**src/rtl/mips_pkg.sv**
```systemverilog
// Shared MIPS pipeline definitions.
// Holds widths, the NOP encoding and the fetch FSM states.
package mips_pkg;

   localparam int INSTR_W = 32;
   localparam logic [INSTR_W-1:0] NOP_INSTR = 32'h0000_0000;

   typedef enum logic [1:0] {
      BOOT    = 2'd0,
      FETCH   = 2'd1,
      HOLD    = 2'd2,
      DISCARD = 2'd3
   } if_state_t;

endpackage

```
**src/rtl/if_id_reg.sv**
```systemverilog
// IF/ID pipeline register.
// Flush wins over load; neither asserted holds the current contents.
module if_id_reg
   import mips_pkg::*;
(
   input  logic               clk,
   input  logic               rst_n,
   input  logic               i_load,
   input  logic               i_flush,
   input  logic [INSTR_W-1:0] i_instr,
   input  logic [31:0]        i_pc4,
   output logic [INSTR_W-1:0] o_instr,
   output logic [31:0]        o_pc4,
   output logic               o_valid
);

   logic [INSTR_W-1:0] r_instr;
   logic [31:0]        r_pc4;
   logic               r_valid;

   // bubble on flush, capture on load, otherwise hold
   always_ff @(posedge clk or negedge rst_n) begin
      if (!rst_n) begin
         r_instr <= NOP_INSTR;
         r_pc4   <= 32'h0;
         r_valid <= 1'b0;
      end else if (i_flush) begin
         r_instr <= NOP_INSTR;
         r_valid <= 1'b0;
      end else if (i_load) begin
         r_instr <= i_instr;
         r_pc4   <= i_pc4;
         r_valid <= 1'b1;
      end
   end

   assign o_instr = r_instr;
   assign o_pc4   = r_pc4;
   assign o_valid = r_valid;

endmodule

```
**src/rtl/if_stage.sv**
```systemverilog
// Instruction fetch stage: PC, imem handshake, skid and redirect.
// Request/address come from state and pc only, so they stay stable.
module if_stage
   import mips_pkg::*;
#(
   parameter logic [31:0] RESET_PC = 32'h0000_0000
) (
   input  logic               clk,
   input  logic               rst_n,
   output logic               imem_req,
   output logic [31:0]        imem_addr,
   input  logic               imem_ready,
   input  logic [INSTR_W-1:0] imem_rdata,
   input  logic               stall,
   input  logic               redirect,
   input  logic [31:0]        redirect_pc,
   output logic [INSTR_W-1:0] instruction,
   output logic [31:0]        pc_plus4,
   output logic               if_valid
);

   if_state_t          r_state, w_nxt_state;
   logic [31:0]        r_pc, w_nxt_pc;
   logic [INSTR_W-1:0] r_skid, w_nxt_skid;
   logic [31:0]        r_pend, w_nxt_pend;
   logic [31:0]        w_pc_inc;
   logic               w_load, w_flush;
   logic [INSTR_W-1:0] w_d_instr;
   logic [31:0]        w_d_pc4;

   assign w_pc_inc  = r_pc + 32'd4;
   assign imem_req  = (r_state == FETCH) || (r_state == DISCARD);
   assign imem_addr = r_pc;

   // next-state, pc/skid/pending updates and IF/ID controls
   always_comb begin
      w_nxt_state = r_state;
      w_nxt_pc    = r_pc;
      w_nxt_skid  = r_skid;
      w_nxt_pend  = r_pend;
      w_load      = 1'b0;
      w_flush     = 1'b0;
      w_d_instr   = imem_rdata;
      w_d_pc4     = w_pc_inc;
      unique case (r_state)
         BOOT: w_nxt_state = FETCH;
         FETCH: begin
            if (redirect && imem_ready) begin
               w_nxt_pc = redirect_pc;
               w_flush  = 1'b1;
            end else if (redirect) begin
               w_nxt_pend  = redirect_pc;
               w_flush     = 1'b1;
               w_nxt_state = DISCARD;
            end else if (stall && imem_ready) begin
               w_nxt_skid  = imem_rdata;
               w_nxt_pc    = w_pc_inc;
               w_nxt_state = HOLD;
            end else if (stall) begin
               w_nxt_state = FETCH;
            end else if (imem_ready) begin
               w_load   = 1'b1;
               w_nxt_pc = w_pc_inc;
            end else begin
               w_flush = 1'b1;
            end
         end
         HOLD: begin
            if (redirect) begin
               w_nxt_skid  = NOP_INSTR;
               w_nxt_pc    = redirect_pc;
               w_flush     = 1'b1;
               w_nxt_state = FETCH;
            end else if (!stall) begin
               w_load      = 1'b1;
               w_d_instr   = r_skid;
               w_d_pc4     = r_pc;
               w_nxt_state = FETCH;
            end
         end
         DISCARD: begin
            w_flush = 1'b1;
            if (redirect) w_nxt_pend = redirect_pc;
            if (imem_ready) begin
               w_nxt_pc    = redirect ? redirect_pc : r_pend;
               w_nxt_state = FETCH;
            end
         end
         default: w_nxt_state = BOOT;
      endcase
   end

   // state, pc, skid and pending redirect registers
   always_ff @(posedge clk or negedge rst_n) begin
      if (!rst_n) begin
         r_state <= BOOT;
         r_pc    <= RESET_PC;
         r_skid  <= NOP_INSTR;
         r_pend  <= 32'h0;
      end else begin
         r_state <= w_nxt_state;
         r_pc    <= w_nxt_pc;
         r_skid  <= w_nxt_skid;
         r_pend  <= w_nxt_pend;
      end
   end

   if_id_reg u_if_id (
      .clk     (clk),
      .rst_n   (rst_n),
      .i_load  (w_load),
      .i_flush (w_flush),
      .i_instr (w_d_instr),
      .i_pc4   (w_d_pc4),
      .o_instr (instruction),
      .o_pc4   (pc_plus4),
      .o_valid (if_valid)
   );

endmodule
```
**config.mk**
```make
export PLATFORM = sky130hd
export DESIGN_NAME = if_stage
export DESIGN_NICKNAME = d
export VERILOG_FILES = /design/src/rtl/mips_pkg.sv /design/src/rtl/if_id_reg.sv /design/src/rtl/if_stage.sv
export SDC_FILE = /design/constraint.sdc
export NUM_CORES = 1
export LEC_CHECK = 0
export CORE_UTILIZATION = 45
export CTS_BUF_LIST = sky130_fd_sc_hd__clkbuf_4 sky130_fd_sc_hd__clkbuf_8
export CTS_CLUSTER_SIZE = 10
export DETAILED_ROUTE_END_ITERATION = 10
export PLACE_DENSITY = 0.73
export RECOVER_POWER = 50
export SLEW_MARGIN = 20
export SYNTH_ARGS = -nofsm -noshare
export SYNTH_HDL_FRONTEND = slang
export SYNTH_SLANG_ARGS = --single-unit
```
**constraint.sdc**
```tcl
create_clock -name clk -period 2.05 [get_ports clk]
set_input_delay 0.3075 -clock clk [delete_from_list [all_inputs] [get_ports clk]]
set_output_delay 0.3075 -clock clk [all_outputs]
set_load 0.01 [all_outputs]
```
==> results of run 1 <==
power by group:
group / total, W / internal, W / switching, W
combinational: 0.00778 / 0.00402 / 0.00376
sequential: 0.00554 / 0.00461 / 0.000938
clock: 0.00215 / 0.000879 / 0.00127
layout make-up:
type	instances	area (sq um)
inverter	7	26.3
sequential	163	4080
fill	1540	6830
timing repair buffer	283	2890
multi-input combinational	681	4450
clock buffer	18	248
clock inverter	14	104
tap	260	325
state kept, by name, indices dropped and copies added (netlist names):
name / cells
imem_addr: 32
r_skid: 32
r_state: 2
u_if_id.o_instr: 32
u_if_id.o_valid: 1
u_if_id.o_pc4: 32
r_pend: 32
through the flow:
stage	hold slack, ns	setup TNS (ns)	std cells	utilization [%]	total power [W]
3_3_place_gp	0.320	-2.10	1370	59.5	0.0127
6_report	0.399	-0.116	1426	64.0	0.0155
5_1_grt	0.403	-2.64	1426	64.0	0.0165
3_5_place_dp	0.314	-3.82	1370	59.5	0.0129
2_1_floorplan	0.0119	-1.42	932	-	0.00937
4_1_cts	0.376	0	1404	61.6	0.0151
worst max-delay path by stage:
stage          slack (ns)                               to  cells past startpoint                    from
6_report            -0.03    u_if_id.o_pc4[13]$_DFFE_PN0P_                      9  r_state[0]$_DFFE_PN0P_
5_1_grt             -0.07     u_if_id.o_pc4[5]$_DFFE_PN0P_                     10  r_state[0]$_DFFE_PN0P_
4_1_cts             0.003  u_if_id.o_instr[27]$_DFFE_PN0P_                      9  r_state[1]$_DFFE_PN0P_
3_5_place_dp        -0.17  u_if_id.o_instr[27]$_DFFE_PN0P_                      8              imem_ready
3_3_place_gp        -0.06    u_if_id.o_pc4[31]$_DFFE_PN0P_                      8                   stall
2_1_floorplan       -0.06  u_if_id.o_instr[10]$_DFFE_PN0P_                      9  r_state[0]$_DFFE_PN0P_
cell families (layout without fill, tap and decap cells):
family	count (synthesis)	count (layout)	share of synthesized area, %
AO/OA/AOI/OAI	196	196	15.1
flip-flops	163	163	46.3
AND/OR/NAND/NOR	377	377	20.7
adder cells (fa/ha/maj)	6	6	0.852
multiplexers	64	64	8.08
buffers and inverters	88	322	5.20
XOR/XNOR	38	38	3.78
worst register-to-register path, stage by stage, from the launching register on:
cell	delay, ns
dfrtp_2	0.48
ha_4	0.20
buf_8	0.13
buf_4	0.13
nor3_1	0.30
a211oi_4	0.08
nand2b_4	0.17
buf_12	0.15
clkbuf_16	0.18
o21ai_0	0.17
cells in the final DEF, fill, tap and decap left out, drive strengths merged, types with 15 or more instances in the layout:
master         synthesis  layout
a221oi                20      20
xnor2                 17      17
clkdlybuf4s50          0     157
buf                   29     110
nand4                 15      15
nor4                  15      15
dfrtp                163     163
o21ai                 82      82
nand2                180     180
clkbuf                52      26
xor2                  21      21
nor2                  75      75
a311oi                33      33
nand3b                33      33
nand3                 20      20
mux2                  57      57
timing repair:
action	in CTS	in global routing
hold endpoints to repair	52	0
hold buffers	1	0
setup buffers	1	13
pin swaps	0	12
cloned	0	9
resized for setup	8	27
setup endpoints to repair	17	93
metal layers:
layer,track usage (%),wire length [um],vias up
met3,4.78,1580,48
met4,8.83,640,2
met1,34.8,11800,3987
li1,-,-,3788
met5,0,10,-
met2,39.6,12400,299
==> impl_metrics.toml, run 1 <==
[timing]
fin_ws_ns = -0.0304
rsz0062_at_grt = "yes"
slew_headroom_pct = 0.434
period_share_pct = 101
setup_violations = 10
clock_skew_ns = 0.0122
min_period_ns = 2.08
hold_viol = 0
slew_violations = 0
worst_slew_pin_slew_ns = 1.49
timing.fmax_mhz = 481

[global_route]
grt_overflow_total = 0
antenna_found_initial = 1
grt_pass1_wl_mm = 39.7
grt_max_degree = 63
grt_pass1_vias = 7591
grtUsageTotal_pct = 25.2

[floorplan]
die_w_um = 142
dieArea_sq_um = 20100
pin_count = 167
start_util_pct = 46.5
num_rows = 50
coreArea_sq_um = 19000
die_h_um = 142

[synth]
synth_edf_count = 0
synth_common_cells = "nand2_1 (180), dfrtp_1 (163), nor2_1 (75)"
avgSynthCellArea_sq_um = 9.46
synth_area_leaders = "dfrtp_1 (46%), nand2_1 (7.7%), mux2_2 (7.3%)"
synth_most_common_cell = "nand2_1"
syn_area_sq_um = 8810
post-synth-top-area-cell = "dfrtp_1"
ys.warnings.count = 0
ys_seq_elements = 163
async_reset_ff_share_pct = 100
ys_seq_area_share_pct = 46.3
synth_fp_nets = 1007
netlist.area_leader.share_pct = 46.3
synthCells = 932
synth_top_flop_cell = "dfrtp_1"
synth_cell_types = 61

[power_and_ir_drop]
power.density_nw_per_um2 = 1280
irDropWorstVdd_mv = 0.594
p_leak_nw = 5.06

[route]
drt_first_pass_iters = 7
drt_wl_total_mm = 26.5
drt-vias-per-instance = 5.70
drt_iter0_drc = 633
ant_nets = 0
vias = 8124
routedWlPerCell_um = 18.5
drcViolationCount = 0

[critical_path]
r2r_cells = 9
path_buf_inv = 4
cp_max_fo = 14
cp_cell_sequence = "ha_4 -> buf_8 -> buf_4 -> nor3_1 -> a211oi_4 -> nand2b_4 -> buf_12 -> clkbuf_16 -> o21ai_0"
cp_top_family = "buffers and inverters"
end_kind = "flop"
crit_slowest_cell = "dfrtp_2"
reg2reg_from = "r_state[0]$_DFFE_PN0P_"
regToRegEndpoint = "u_if_id.o_pc4[13]$_DFFE_PN0P_"
critical_path_arrival_ns = 2.45
cp.required_ns = 2.42
r2r_setup_slack_ns = -0.03
startpoint_type = "flop"
criticalPathCategory = "flop to flop"
worst_path_largest_cell_delay_ns = 0.48

[hold_path]
hp-start = "redirect"
min_to = "r_state[1]$_DFFE_PN0P_"
hold_path_depth = 4
hp-class = "input port to flop"

[placed_design]
place_area_sq_um = 11300
hpwl_mm = 17.1
post-place-ws_ns = -0.166
place_congestion = 0.900
portBuffers = 166

[layout]
drive_above_1_share_pct = 21.1
final_area_sq_um = 12100
diodes = 0
final_nets = 1228
syn2layout_area_growth_pct = 37.6

[run_status]
violations = "max-capacitance violations, negative setup slack"
status = "finished with violations"

[clocking]
htreeDepth = 4
cts_buffers = 17
clock_path_buffers = 2
clk_root_buffer_cell = "clkbuf_8"
clk_latency_ns = 0.46
cts.clk_slew.worst_paths_ns = 0.09
cts_sinks = 163
cts_tree = "built"

[flow_run]
maxCapViolCount = 1
(Power assumes the default switching activity.)
==> run 2, diff against run 1 <==
--- a/config.mk
+++ b/config.mk
@@ -9,6 +9,7 @@
 export CTS_BUF_LIST = sky130_fd_sc_hd__clkbuf_4 sky130_fd_sc_hd__clkbuf_8
 export CTS_CLUSTER_SIZE = 10
 export DETAILED_ROUTE_END_ITERATION = 10
+export MAX_ROUTING_LAYER = met4
 export PLACE_DENSITY = 0.73
 export RECOVER_POWER = 50
 export SLEW_MARGIN = 20
==> constraint.sdc (replaced) <==
create_clock -name clk -period 1.7 [get_ports clk]
set_input_delay 0.255 -clock clk [delete_from_list [all_inputs] [get_ports clk]]
set_output_delay 0.255 -clock clk [all_outputs]
set_load 0.01 [all_outputs]
==> run 2 against run 1 <==
The run ends with negative setup slack left. Die area unchanged. Fmax decreased by 4.3%. Register-to-register slack got worse by 0.44 ns. Setup slack got worse by 0.44 ns. Clock-buffer cell count decreased by 1. Global-route usage increased by 5.9 points. Sequential power increased by 23%. Design area increased by 18%. Critical path type unchanged. Largest cell class unchanged.
==> impl_metrics.toml, run 2 (same netlist as run 1, synthesis figures left out) <==
[layout]
fillers = 1179
mostFrequentLayoutCells = "nand2_1 (154), dfrtp_1 (153), buf_4 (152)"
syn2layout_area_growth_pct = 62.0
fin_util_pct = 75.3
drive_above_1_share_pct = 38.7
final_common_cell = "nand2_1"
final_nets = 1340

[clocking]
clk_latency_ns = 0.49
cts_sinks = 163
cts_tree = "built"
htreeDepth = 4
clock_path_buffers = 2
cts_buffers = 17
clk_root_buffer_cell = "clkbuf_8"
cts.clk_slew.worst_paths_ns = 0.11

[placed_design]
place_congestion = 0.917
hpwl_mm = 18.3
post-place-ws_ns = -0.461
portBuffers = 166

[critical_path]
end_kind = "flop"
cp_common_cell = "buf_6"
path_buf_inv = 6
crit_slowest_cell = "dfrtp_2"
criticalPathCategory = "flop to flop"
cp.depth = 11
cp_top_family = "buffers and inverters"
startpoint_type = "flop"
cp.required_ns = 2.07
worst_path_largest_cell_delay_ns = 0.45
cp_cell_sequence = "buf_6 -> inv_4 -> ha_4 -> buf_6 -> a21oi_4 -> nor4b_4 -> buf_6 -> buf_8 -> buf_12 -> nor2_1 -> a311oi_1"
r2r_cells = 11
critical_path_arrival_ns = 2.55
cp_max_fo = 6

[timing]
min_period_ns = 2.17
clock_skew_ns = 0.0158
rsz0062_at_grt = "yes"
worst_slew_pin_slew_ns = 1.31
period_share_pct = 128
fin_ws_ns = -0.473
slew_headroom_pct = 12.7
slew_violations = 0
timing.fmax_mhz = 460
setup_violations = 164
hold_viol = 0
setup_tns_ns = -50.89

[global_route]
grt_pass1_vias = 8727
busiest_layer = "met2"
grt_max_degree = 44
grt_pass1_wl_mm = 47.0
grt_overflow_total = 0
antenna_found_initial = 1
use_met2_pct = 49.0
grtUsageTotal_pct = 31.1
grt_util_met3_pct = 4.54
met1_usage_pct = 40.7

[flow_run]
maxCapViolCount = 0

[hold_path]
hp-class = "input port to flop"
hold_path_depth = 3

[run_status]
violations = "negative setup slack"
status = "finished with violations"

[power_and_ir_drop]
p_leak_nw = 6.59
irDropWorstVdd_mv = 0.819
power.density_nw_per_um2 = 1570

[floorplan]
die_w_um = 142
coreArea_sq_um = 19000
dieArea_sq_um = 20100
num_rows = 50
pin_count = 167
die_h_um = 142
start_util_pct = 46.5

[route]
drcViolationCount = 0
routedWlPerCell_um = 21.5
ant_nets = 0
drt_first_pass_iters = 9
drt_wl_total_mm = 33.1
vias = 9241
drt_iter0_drc = 794
drt-vias-per-instance = 6.00
==> run 2: cell count changes in the layout (fill, tap and decap cells not counted), sizes merged, moves of 3 or more <==
cell	change
dlymetal6s2s	+30
dlygate4sd3	-6
clkdlybuf4s50	-51
inv	+5
dlygate4sd2	+27
buf	+113
clkinv	-3
==> run 2: area by class of cell <==
type / instances / area [sq um] / share of cell area [%]
clock inverter: 15 / 161 / 1.13
inverter: 7 / 31.3 / 0.219
tap: 260 / 325 / 2.28
timing repair buffer: 395 / 4110 / 28.8
sequential: 163 / 4090 / 28.7
clock buffer: 17 / 234 / 1.64
antenna: 1 / 2.50 / 0.0175
multi-input combinational: 681 / 5320 / 37.3
==> run 2: worst paths after layout <==
path / startpoint / end / slack, ns
max: r_state[0]$_DFFE_PN0P_ / u_if_id.o_instr[22]$_DFFE_PN0P_ / -0.47
min: imem_rdata[8] / r_skid[8]$_DFFE_PN0P_ / 0.35
max reg2reg: r_state[0]$_DFFE_PN0P_ / u_if_id.o_instr[22]$_DFFE_PN0P_ / -0.47
min reg2reg: r_skid[17]$_DFFE_PN0P_ / r_skid[17]$_DFFE_PN0P_ / 0.48
max in group asynchronous: rst_n / imem_addr[2]$_DFFE_PN0P_ / 0.13
min in group asynchronous: rst_n / u_if_id.o_pc4[16]$_DFFE_PN0P_ / 0.60
==> run 2: worst min-delay path: cells and delay by family <==
family                 cells  cell delay, ns
and+or+nand+nor            2            0.14
buffers and inverters      1            0.43
==> run 2: what timing repair did <==
| action | in CTS | in global routing |
|---|---|---|
| cloned | 13 | 6 |
| endpoints found under the hold margin | 36 | 0 |
| pin swaps | 28 | 58 |
| hold buffers | 1 | 0 |
| buffers inserted | 32 | 34 |
| setup endpoints to repair | 190 | 191 |
| resized for setup | 195 | 159 |
==> run 2: layer usage <==
| layer | up-vias | wire length (um) |
|---|---|---|
| li1 | 4007 | - |
| met1 | 4549 | 13500 |
| met2 | 561 | 15800 |
| met3 | 124 | 2490 |
| met4 | 0 | 1250 |
| met5 | - | 0 |
==> run 2: through the flow <==
stage / hold WS, ns / power (W) / cell area, sq um / instances
4_1_cts: 0.305 / 0.0204 / 13500 / 1507
3_3_place_gp: 0.243 / 0.0161 / 11900 / 1429
6_report: 0.351 / 0.0224 / 14300 / 1539
5_1_grt: 0.371 / 0.0235 / 14300 / 1539
2_1_floorplan: -0.0406 / 0.0118 / 9220 / 932
3_5_place_dp: 0.243 / 0.0164 / 11900 / 1429
==> run 2: where the power goes <==
group | total, W | internal, W | switching [W]
sequential | 0.00683 | 0.00557 | 0.00125
combinational | 0.0127 | 0.00653 | 0.00616
clock | 0.00289 | 0.00111 | 0.00178
==> RTL edit (settings of run 1) <==
Set the package constant `INSTR_W` to 48 (it was 32).
--- a/src/rtl/mips_pkg.sv
+++ b/src/rtl/mips_pkg.sv
@@ -3,5 +3,5 @@
 package mips_pkg;
 
-   localparam int INSTR_W = 32;
+   localparam int INSTR_W = 48;
    localparam logic [INSTR_W-1:0] NOP_INSTR = 32'h0000_0000;
 
Interface: changed (resized imem_rdata and instruction); port bits go from 167 to 199. No check against the original RTL was run, so the function may have changed too.
==> RTL edit against run 1 <==
The flow finishes with violations (negative setup slack); synthesized cell count is 7.9% higher; sequential share of layout area is 0.23 points higher; critical path depth is 2 lower; combinational power is 23% higher; clock skew is 0.0061 ns higher; power is 22% higher; wire length is 24% higher; final area is 19% higher; sequential cell count is 32 higher; worst setup slack worse by 0.089 ns; non-clock buffer count is 67 higher; area after synthesis is 12% higher; critical path type unchanged; largest power group unchanged.
==> RTL edit: results (changes against run 1) <==
[status]
status=complete, but fails checks
violations=negative setup slack

[sta]
tns_ns=-1.99  ; -1.88 ns
finClkSkew_ns=0.0183  ; +0.00610 ns
setup_violations=56  ; +46
slew_headroom_pct=44.4  ; +44 points
layout_setup_ws_ns=-0.119  ; -0.0887 ns

[synth]
ys_top_cells_by_area=dfrtp_1 50%, nand2_1 6.5%, mux2_2 6.1%
synth_top_area_share_pct=49.6  ; +3.3 points
syn-num-nets=1097  ; +8.9%
synth_cell_types=64  ; +4.9%
ys_seq_area_share_pct=49.6  ; +3.3 points
syn_inst=1006  ; +7.9%

[drt]
drt_iter0_markers=937  ; +48%
drt_pass1_iterations=8  ; +1
wl_mm=32.9  ; +24%
vias=9491  ; +17%

[critical_path]
r2r_end=u_if_id.o_pc4[0]$_DFFE_PN0P_
r2r_start=r_state[1]$_DFFE_PN0P_
worstPathArrival_ns=2.53  ; +0.08 ns
reg2reg_depth=7  ; -2

[global_route]
grt_pass1_wl_mm=48.8  ; +23%
grt_pass1_vias=8996  ; +19%
antenna_found_initial=1  ; unchanged

[final_layout]
nNetsFinal=1377  ; +12%
drive_gt1_share_pct=25.5  ; +4.4 points
fill_cells=1602  ; +4.0%
fin_cells=1574  ; +10%

[pwr]
max-vdd-ir-drop_mv=0.801  ; +35%
leakage_nw=6.17  ; +22%

[clock_tree]
clk-insertion-delay-late_ns=0.49  ; +0.03 ns
path_clk_slew_ns=0.12  ; +0.03 ns

[placement]
place_area_sq_mm=0.0129  ; +15%
hpwl_mm=20.9  ; +22%
place_congestion=0.911  ; +1.2%

[RTL edit: worst min-delay path by stage]
stage / startpoint / endpoint / slack [ns] / cells after the start
3_5_place_dp: rst_n / u_if_id.o_pc4[12]$_DFFE_PN0P_ / 0.24 / 1
3_3_place_gp: rst_n / u_if_id.o_pc4[12]$_DFFE_PN0P_ / 0.24 / 1
6_report: imem_rdata[30] / u_if_id.o_instr[30]$_DFFE_PN0P_ / 0.41 / 3
2_1_floorplan: rst_n / imem_addr[0]$_DFFE_PN0P_ / 0.01 / 0
4_1_cts: rst_n / u_if_id.o_pc4[12]$_DFFE_PN0P_ / 0.27 / 2
5_1_grt: imem_rdata[31] / u_if_id.o_instr[31]$_DFFE_PN0P_ / 0.41 / 3
[RTL edit: repair_timing]
item	in CTS	in global routing
gates cloned	7	8
endpoints found under the setup margin	95	187
resized for setup	65	127
endpoints found under the hold margin	29	0
pin swaps	17	19
hold buffers	1	0
setup buffers	15	3
[RTL edit: metal layers]
metal / wire length (microns) / up-vias / global-route usage [%]
li1: - / 4239 / -
met1: 13900 / 4722 / 39.6
met2: 15300 / 453 / 43.2
met3: 2590 / 75 / 4.60
met4: 1020 / 2 / 11.2
met5: 17 / - / 0
[RTL edit: power groups by stage]
stage | logic, W | clock network (W) | registers (W)
after floorplan | 0.00385 | 0 | 0.00682
after global placement | 0.00800 | 0 | 0.00654
after detailed placement | 0.00816 | 0 | 0.00658
after CTS | 0.00861 | 0.00266 | 0.00654
after global routing | 0.0102 | 0.00281 | 0.00686
final | 0.00960 | 0.00263 | 0.00670
[RTL edit: cells by family after synthesis]
| group | count (synthesis) | share of synthesized area [%] |
|---|---|---|
| XOR/XNOR | 28 | 2.49 |
| adder cells (fa/ha/maj) | 6 | 0.763 |
| buffers and inverters | 100 | 4.30 |
| AND/OR/NAND/NOR | 357 | 16.5 |
| AO/OA/AOI/OAI | 252 | 18.7 |
| flip-flops | 195 | 49.6 |
| multiplexers | 68 | 7.60 |
[RTL edit: layout make-up]
| class | count | area (sq um) | share of cell area, % |
|---|---|---|---|
| multi-input combinational | 711 | 5110 | 35.5 |
| inverter | 11 | 45.0 | 0.313 |
| sequential | 195 | 4880 | 33.9 |
| tap | 275 | 344 | 2.39 |
| clock inverter | 15 | 188 | 1.30 |
| timing repair buffer | 350 | 3600 | 25.0 |
| clock buffer | 17 | 234 | 1.62 |
[RTL edit: worst max-delay path, stage by stage (launching register included)]
cell	delay [ns]
dfrtp_2	0.45
inv_2	0.09
ha_4	0.14
or3b_4	0.39
a221oi_4	0.30
nand2b_4	0.22
buf_12	0.15
mux2_4	0.30
